$ cat src/rtl/fetch_sequencer.sv
// Instruction fetch and PC sequencing: fetches over req/ack, holds the instruction
// while it executes, resolves branch/jump into the next PC and counts retirements.
module fetch_sequencer #(
    parameter logic [31:0] RESET_PC = 32'h0000_0000
) (
    input  logic        clk,
    input  logic        rst_n,
    output logic        imem_req,
    output logic [31:0] imem_addr,
    input  logic        imem_ack,
    input  logic [31:0] imem_rdata,
    output logic [31:0] instr,
    output logic [5:0]  opcode,
    output logic        instr_valid,
    input  logic        exec_done,
    input  logic        branch,
    input  logic        jump,
    input  logic        zero,
    output logic [31:0] pc,
    output logic [31:0] retire_count,
    output logic [1:0]  dbg_state
);

    // Handshake: imem_req stays high with imem_addr stable from the first FETCH
    // cycle until the edge where imem_ack is sampled high; that edge transfers
    // imem_rdata. exec_done is a one-cycle qualifier sampled only in EXEC.
    typedef enum logic [1:0] {
        ST_RST   = 2'd0,
        ST_FETCH = 2'd1,
        ST_EXEC  = 2'd2
    } state_t;

    state_t      r_state;
    state_t      w_next_state;
    logic [31:0] r_pc;
    logic [31:0] r_instr;
    logic [31:0] r_retire_count;
    logic        w_load_instr;
    logic        w_retire;
    logic        w_taken;
    logic [31:0] w_pc4;
    logic [31:0] w_br_target;
    logic [31:0] w_j_target;
    logic [31:0] w_next_pc;

    always_comb begin
        w_next_state = r_state;
        w_load_instr = 1'b0;
        w_retire     = 1'b0;
        case (r_state)
            ST_RST:   w_next_state = ST_FETCH;
            ST_FETCH: begin
                if (imem_ack) begin
                    w_load_instr = 1'b1;
                    w_next_state = ST_EXEC;
                end
            end
            ST_EXEC: begin
                if (exec_done) begin
                    w_retire     = 1'b1;
                    w_next_state = ST_FETCH;
                end
            end
            default:  w_next_state = ST_RST;
        endcase
    end

    always_ff @(posedge clk or negedge rst_n) begin
        if (!rst_n) begin
            r_state <= ST_RST;
        end else begin
            r_state <= w_next_state;
        end
    end

    // Branches other than beq/bne fall through to pc+4; jump overrides branch.
    always_comb begin
        w_pc4       = r_pc + 32'd4;
        w_j_target  = {w_pc4[31:28], r_instr[25:0], 2'b00};
        w_br_target = w_pc4 + {{14{r_instr[15]}}, r_instr[15:0], 2'b00};
        w_taken     = 1'b0;
        if (branch) begin
            if (r_instr[31:26] == 6'b000100) begin
                w_taken = zero;
            end else if (r_instr[31:26] == 6'b000101) begin
                w_taken = ~zero;
            end
        end
        if (jump) begin
            w_next_pc = w_j_target;
        end else if (w_taken) begin
            w_next_pc = w_br_target;
        end else begin
            w_next_pc = w_pc4;
        end
    end

    always_ff @(posedge clk or negedge rst_n) begin
        if (!rst_n) begin
            r_pc           <= RESET_PC;
            r_instr        <= 32'd0;
            r_retire_count <= 32'd0;
        end else begin
            if (w_load_instr) begin
                r_instr <= imem_rdata;
            end
            if (w_retire) begin
                r_pc           <= w_next_pc;
                r_retire_count <= r_retire_count + 32'd1;
            end
        end
    end

    assign imem_req     = (r_state == ST_FETCH);
    assign instr_valid  = (r_state == ST_EXEC);
    assign imem_addr    = r_pc;
    assign pc           = r_pc;
    assign instr        = r_instr;
    assign opcode       = r_instr[31:26];
    assign retire_count = r_retire_count;
    assign dbg_state    = r_state;

endmodule

$ cat config.mk
export PLATFORM = sky130hd
export DESIGN_NAME = fetch_sequencer
export DESIGN_NICKNAME = d
export VERILOG_FILES = /design/src/rtl/fetch_sequencer.sv
export SDC_FILE = /design/constraint.sdc
export NUM_CORES = 1
export LEC_CHECK = 0
export CAP_MARGIN = 20
export CORE_UTILIZATION = 35
export CTS_BUF_LIST = sky130_fd_sc_hd__clkbuf_4 sky130_fd_sc_hd__clkbuf_8
export CTS_CLUSTER_SIZE = 28
export DETAILED_ROUTE_END_ITERATION = 6
export SLEW_MARGIN = 20
export SYNTH_ARGS = -nofsm -noshare
export SYNTH_HDL_FRONTEND = slang
export SYNTH_SLANG_ARGS = --single-unit
$ cat constraint.sdc
create_clock -name clk -period 4.23 [get_ports clk]
set_input_delay 0.846 -clock clk [delete_from_list [all_inputs] [get_ports clk]]
set_output_delay 0.846 -clock clk [all_outputs]
set_load 0.01 [all_outputs]
==> impl_metrics.toml, run 1 <==
[worst_hold_path]
hold_path_class = "primary input to asynchronous set/reset pin"

[logic_synthesis]
yosysSeqAreaShare = 0.3575
netlist_instances = 727
dominantRegCellSynth = "dfrtp_1"
async_reset_ff_frac = 1.000
synth_edf_count = 0
ys_types = 61
synthesis.area_mm2 = 0.006720
ys_seq_elements = 96
synth_area_per_cell_um2 = 9.244
yosys_warnings = 0

[clock_tree]
cts_sinks = 96
hold_buffers = 0
cts_max_level = 3
clk_latency_ns = 0.39
clockBufferDepth = 2
cts_tree = "yes"
path_clk_slew_ns = 0.11
numCtsBuffers = 9
root_buffer = "clkbuf_8"

[sta]
max_slew_margin = 0.6092
hold_viol = 0
setup_violations = 0
fin_crit_sh = 0.9266
fin_skew_ns = 0.02025
tns_ns = 0
drv_slew = 0
max_freq_mhz = 255.1
min_period_ns = 3.920
rsz0062_at_grt = "no"
max_slew.worst_pin.slew_ns = 0.5840
hold-worst-slack_ns = 0.3340

[cells_and_area]
final_nets = 944
drive_above_1_share = 0.1022
fin_area_mm2 = 0.008737
diodes = 0
syn2layout_area_growth_pct = 30.01

[global_routing]
antenna_found_initial = 0
grt_usage = 0.1934
grt_pass1_wl_mm = 30.02
overflow = 0
grt_pass1_vias = 5625
grt_start_max_net_pins = 77

[die]
start_util = 0.3581
coreArea_mm2 = 0.01877
std_cell_rows = 50
dieHeight_um = 140.6
die_area_mm2 = 0.01976
ios = 177
die_x_um = 140.6

[placement]
place.gp.congestion = 0.8524
postPlaceCellArea_mm2 = 0.008458
dp_hpwl_mm = 13.65
portBuffers = 172

[route]
routedLengthMet1_mm = 8.778
wl_met2_mm = 8.477
routed-wl-met3_um = 917
drt_wl_total_mm = 18.49
drtIter0Drc = 271
top_layer = "met4"
viasPerCell = 5.200
wire_per_inst_um = 16.74
post-route-drc-count = 0
detail-route-antenna-nets = 0
vias = 5746
first_pass_iters = 5

[setup_path]
r2r-start = "imem_addr[14]"
worstPathRequired_ns = 4.51
reg2reg_to = "imem_addr[31]"
reg2reg_depth = 16
critPathLaunchType = "flip-flop"
cp.arrival_ns = 4.20
rrSetupSlack_ns = 0.31
crit_path_end_kind = "flip-flop"
worstPathMaxFanout = 6
critPathKind = "flip-flop to flip-flop"

[run_status]
status = "complete, no violations"

[power_and_ir_drop]
p_per_area_mw_per_mm2 = 755.3
ir_drop_mv = 0.2955
p_leak_nw = 3.741

[flow_run]
cap_violations = 0
[critical path, stage by stage (launching register included)]
cell and delay, ns:
dfrtp_1 0.43, and4_4 0.25, nand4_1 0.13, or2_2 0.31
nor2_1 0.14, nand3_1 0.14, xnor2_2 0.22, ha_4 0.25
a21o_1 0.19, o21bai_1 0.21, a2111oi_4 0.30, a31oi_2 0.15
a221o_1 0.39, a221oi_2 0.29, a21oi_1 0.06, nand4b_1 0.19
xor2_1 0.15
[worst max path at each step]
stage                  start            end  slack [ns]  depth (start not counted)
2_1_floorplan  imem_addr[12]  imem_addr[31]        0.37                         16
3_3_place_gp   imem_addr[14]  imem_addr[31]        0.31                         16
3_5_place_dp    imem_addr[4]  imem_addr[31]        0.18                         15
4_1_cts         imem_addr[4]  imem_addr[31]        0.14                         15
5_1_grt        imem_addr[14]  imem_addr[31]        0.06                         16
6_report       imem_addr[14]  imem_addr[31]        0.31                         16
[synthesized netlist by cell type, types with 4 or more instances]
master,count,area (um^2)
a31oi_1,5,31.28
nor2_1,49,183.9
xnor2_1,52,455.4
mux2_2,33,371.6
a221oi_1,4,35.03
mux2i_1,4,40.04
nand4b_1,4,35.03
xor2_1,30,262.8
buf_4,40,300.3
o21bai_1,7,52.55
and2_1,9,56.30
o21ai_1,6,30.03
ha_1,38,475.5
a221o_1,4,40.04
a211oi_1,10,75.07
a21oi_1,38,190.2
clkbuf_1,19,71.32
nor3_1,5,25.02
o211ai_1,7,52.55
o31ai_1,4,30.03
dfrtp_1,96,2402
o21ai_0,34,170.2
nand3_1,27,135.1
and4_1,5,43.79
inv_1,12,45.04
nand2_1,77,289.0
and3_1,22,137.6
nor2b_1,5,31.28
a21o_1,18,135.1
nand4_1,13,81.33
[registers in the layout, indices dropped and copies added (netlist names)]
| name | flops |
|---|---|
| dbg_state | 2 |
| retire_count | 32 |
| instr | 32 |
| imem_addr | 30 |
[cell type report]
| cell class | instances | area (um^2) |
|---|---|---|
| clock inverter | 7 | 71.32 |
| clock buffer | 9 | 123.9 |
| multi-input combinational | 557 | 3925 |
| timing repair buffer | 190 | 1874 |
| inverter | 12 | 45.04 |
| fill | 1815 | 10030 |
| tap | 234 | 292.8 |
| sequential | 96 | 2405 |
[what timing repair did]
action                     CTS  global route
buffers inserted             0             2
gates resized for setup      0            11
hold endpoints to repair     0             0
setup endpoints to repair    0             4
[metrics by stage]
| step | instances | utilization | worst slack, ns | total power, mW |
|---|---|---|---|---|
| 6_report | 1105 | 0.4655 | 0.3104 | 6.599 |
| 5_1_grt | 1105 | 0.4655 | 0.05698 | 7.163 |
| 4_1_cts | 1102 | 0.4611 | 0.1442 | 6.597 |
| 3_5_place_dp | 1086 | 0.4507 | 0.1757 | 5.941 |
| 3_3_place_gp | 1086 | 0.4507 | 0.3072 | 5.948 |
| 2_1_floorplan | 730 | - | 0.3741 | 4.473 |
[cells in the final DEF, fill, tap and decap left out, drive strengths merged, types with 6 or more instances in the layout]
master | synthesis | routed
dfrtp | 96 | 96
a21oi | 41 | 41
clkbuf | 20 | 9
clkdlybuf4s50 | 0 | 171
a211oi | 10 | 10
a21o | 18 | 18
and3 | 23 | 23
o21bai | 7 | 7
mux2 | 34 | 34
and2 | 9 | 9
xnor2 | 52 | 52
xor2 | 30 | 30
nand2 | 77 | 77
nor2 | 49 | 49
buf | 45 | 19
o21ai | 40 | 40
a221oi | 7 | 7
ha | 38 | 38
nand4 | 13 | 13
o211ai | 7 | 7
inv | 12 | 16
nand3 | 27 | 27
nor3 | 6 | 6
[power breakdown]
group | internal, mW | switching [mW]
Sequential | 1.22 | 0.442
Clock | 0.231 | 0.380
Combinational | 2.22 | 2.11
Total | 3.67 | 2.93
[kinds of logic (layout without fill, tap and decap cells)]
family | count (synthesis) | after routing | synth area share
DFF | 96 | 96 | 0.3575
adders and majority gates | 39 | 39 | 0.07373
and+or+nand+nor | 233 | 233 | 0.1715
xor gates and xnor gates | 82 | 82 | 0.1069
muxes | 38 | 38 | 0.06293
other | 1 | 4 | 0.0005580
buffers and inverters | 77 | 218 | 0.06591
AOI/OAI and AO/OA | 161 | 161 | 0.1611
[routing by layer]
| metal | global-route usage | vias to the layer above |
|---|---|---|
| met2 | 0.3150 | 152 |
| li1 | - | 2835 |
| met1 | 0.2589 | 2740 |
| met5 | 0 | - |
| met3 | 0.03863 | 19 |
| met4 | 0.05721 | 0 |
Note: power is estimated with default switching activity, not from simulation.
==> inputs of run 2 (changes only) <==
CORE_MARGIN = 4   (was not set)
CTS_BUF_LIST = not set   (was sky130_fd_sc_hd__clkbuf_4 sky130_fd_sc_hd__clkbuf_8)
==> run 2 against run 1 <==
  * Sequential share of layout area down 0.11 points
  * Power grew 2.6%
  * Clock power up 36%
  * First-iteration DRC count rose by 8.9%
  * Worst setup slack got worse by 0.082 ns
  * Via count shrank 0.92%
  * Clock skew fell by 0.0099 ns
  * Critical path depth did not move
  * Maximum frequency is 2.0% lower
  * Final cell count down 0.18%
  * Wire length increased by 2.7%
  * Non-clock buffer count fell by 2
==> impl_metrics.toml, run 2 (same netlist as run 1, synthesis figures left out) <==
[run_status]
status = "complete, no violations"

[clock_tree]
root_buffer = "clkbuf_16"
cts_post_setup_buffers_inserted = 0
cts_sinks = 96
cts_max_level = 3
cts_tree = "yes"
path_clk_slew_ns = 0.08
hold_buffers = 0
numCtsBuffers = 9
clockBufferDepth = 2
clk_latency_ns = 0.36

[power_and_ir_drop]
ir_drop_mv = 0.3400
p_leak_nw = 3.762
p_per_area_mw_per_mm2 = 772.5

[placement]
dp_cells = 1087
pre_cts_slack_ns = 0.2152
place.gp.congestion = 0.8890
dp_hpwl_mm = 14.49
portBuffers = 172

[sta]
max_slew_margin = 0.5301
drv_slew = 0
max_freq_mhz = 249.9
tns_ns = 0
fin_ws_ns = 0.2284
hold_viol = 0
min_period_ns = 4.002
setup_violations = 0
max_slew.worst_pin.slew_ns = 0.7022
fin_crit_sh = 0.9460
fin_skew_ns = 0.01033
rsz0062_at_grt = "no"
hold-worst-slack_ns = 0.4136

[setup_path]
worstPathRequired_ns = 4.47
critPathLaunchType = "flip-flop"
crit_path_end_kind = "flip-flop"
cp.arrival_ns = 4.24
critPathKind = "flip-flop to flip-flop"
cp_slowest_cell = "a221o_1"
cp_slowest_stage_delay_ns = 0.44
cp_cell_sequence = "and4_1 > nand4_1 > or2_2 > nor2_1 > nand3_1 > xnor2_1 > ha_1 > a21o_1 > o21bai_1 > a2111oi_4 > a31oi_1 > a221o_1 > a221oi_2 > a21oi_1 > nand4b_1 > xor2_1"
worstPathMaxFanout = 6

[die]
ios = 177
dieHeight_um = 146.6
die_area_mm2 = 0.02148
std_cell_rows = 50
coreArea_mm2 = 0.01877
die_x_um = 146.6
start_util = 0.3581

[global_routing]
grt_pass1_vias = 5672
grt_start_max_net_pins = 38
overflow = 0
grt_pass1_wl_mm = 30.82
grt_usage = 0.1767
antenna_found_initial = 0

[cells_and_area]
final_common_cell = "clkdlybuf4s50_1"
syn2layout_area_growth_pct = 30.39
fin_cells = 1103
final_nets = 942
drive_above_1_share = 0.09206
diodes = 0
layout_common_cells = "clkdlybuf4s50_1 (171), dfrtp_1 (96), nand2_1 (77)"

[route]
post-route-drc-count = 0
first_pass_iters = 4
viasPerCell = 5.161
vias = 5693
drtIter0Drc = 295
drt_wl_total_mm = 18.99
wire_per_inst_um = 17.22
detail-route-antenna-nets = 0

[flow_run]
cap_violations = 0

[worst_hold_path]
hold_path_class = "primary input to asynchronous set/reset pin"
-- run 2: cell types whose count changed in the layout (fill, tap and decap cells not counted), moves of 2 or more --
cell / delta
ha_1: +2
clkbuf_16: +9
dfrtp_1: +2
clkbuf_8: -8
dfrtp_2: -2
-- run 2: worst paths after layout --
kind,from,to,slack (ns),cells past startpoint
setup / recovery,imem_addr[14],imem_addr[31],0.23,16
hold / removal,rst_n,instr[6],0.41,1
setup reg to reg,imem_addr[14],imem_addr[31],0.23,16
hold reg to reg,retire_count[31],retire_count[31],0.48,1
max in group asynchronous,rst_n,imem_addr[8],3.00,2
min in group clk,retire_count[31],retire_count[31],0.48,1
-- run 2: per-stage QoR --
step | utilization | cell area, um^2 | power, mW
6_report | 0.4669 | 8762 | 6.768
2_1_floorplan | - | 6731 | 4.473
3_5_place_dp | 0.4511 | 8466 | 5.957
3_3_place_gp | 0.4511 | 8466 | 5.960
4_1_cts | 0.4668 | 8761 | 6.827
5_1_grt | 0.4669 | 8762 | 7.315
-- run 2: critical path, delay by kind of cell (launching register included) --
kind,cells,cell delay [ns]
AOI/OAI and AO/OA,7,1.65
and+or+nand+nor,6,1.14
DFF,1,0.41
xor gates and xnor gates,2,0.35
adders and majority gates,1,0.33
-- run 2: repair_timing --
action	in CTS	in global routing
hold endpoints to repair	0	0
resized for setup	0	1
setup endpoints to repair	0	1
-- run 2: power breakdown --
part	switching [mW]	internal (mW)	total, mW
registers	0.439	1.22	1.66
clock network	0.399	0.430	0.829
logic	2.09	2.18	4.28
-- run 2: metal layers --
metal	track usage	routed length (um)	vias to the layer above
li1	-	-	2833
met1	0.2391	8805	2719
met2	0.2903	8951	131
met3	0.04066	1013	10
met4	0.03763	221	0
met5	0	0	-
-- run 2: layout make-up --
class,count,area (um^2)
repair buffers,188,1839
inverters,12,45.04
multi-input cells,557,3887
fillers,1845,10010
flip-flops and latches,96,2402
well taps,234,292.8
clock buffers,10,239.0
clock inverters,6,56.30
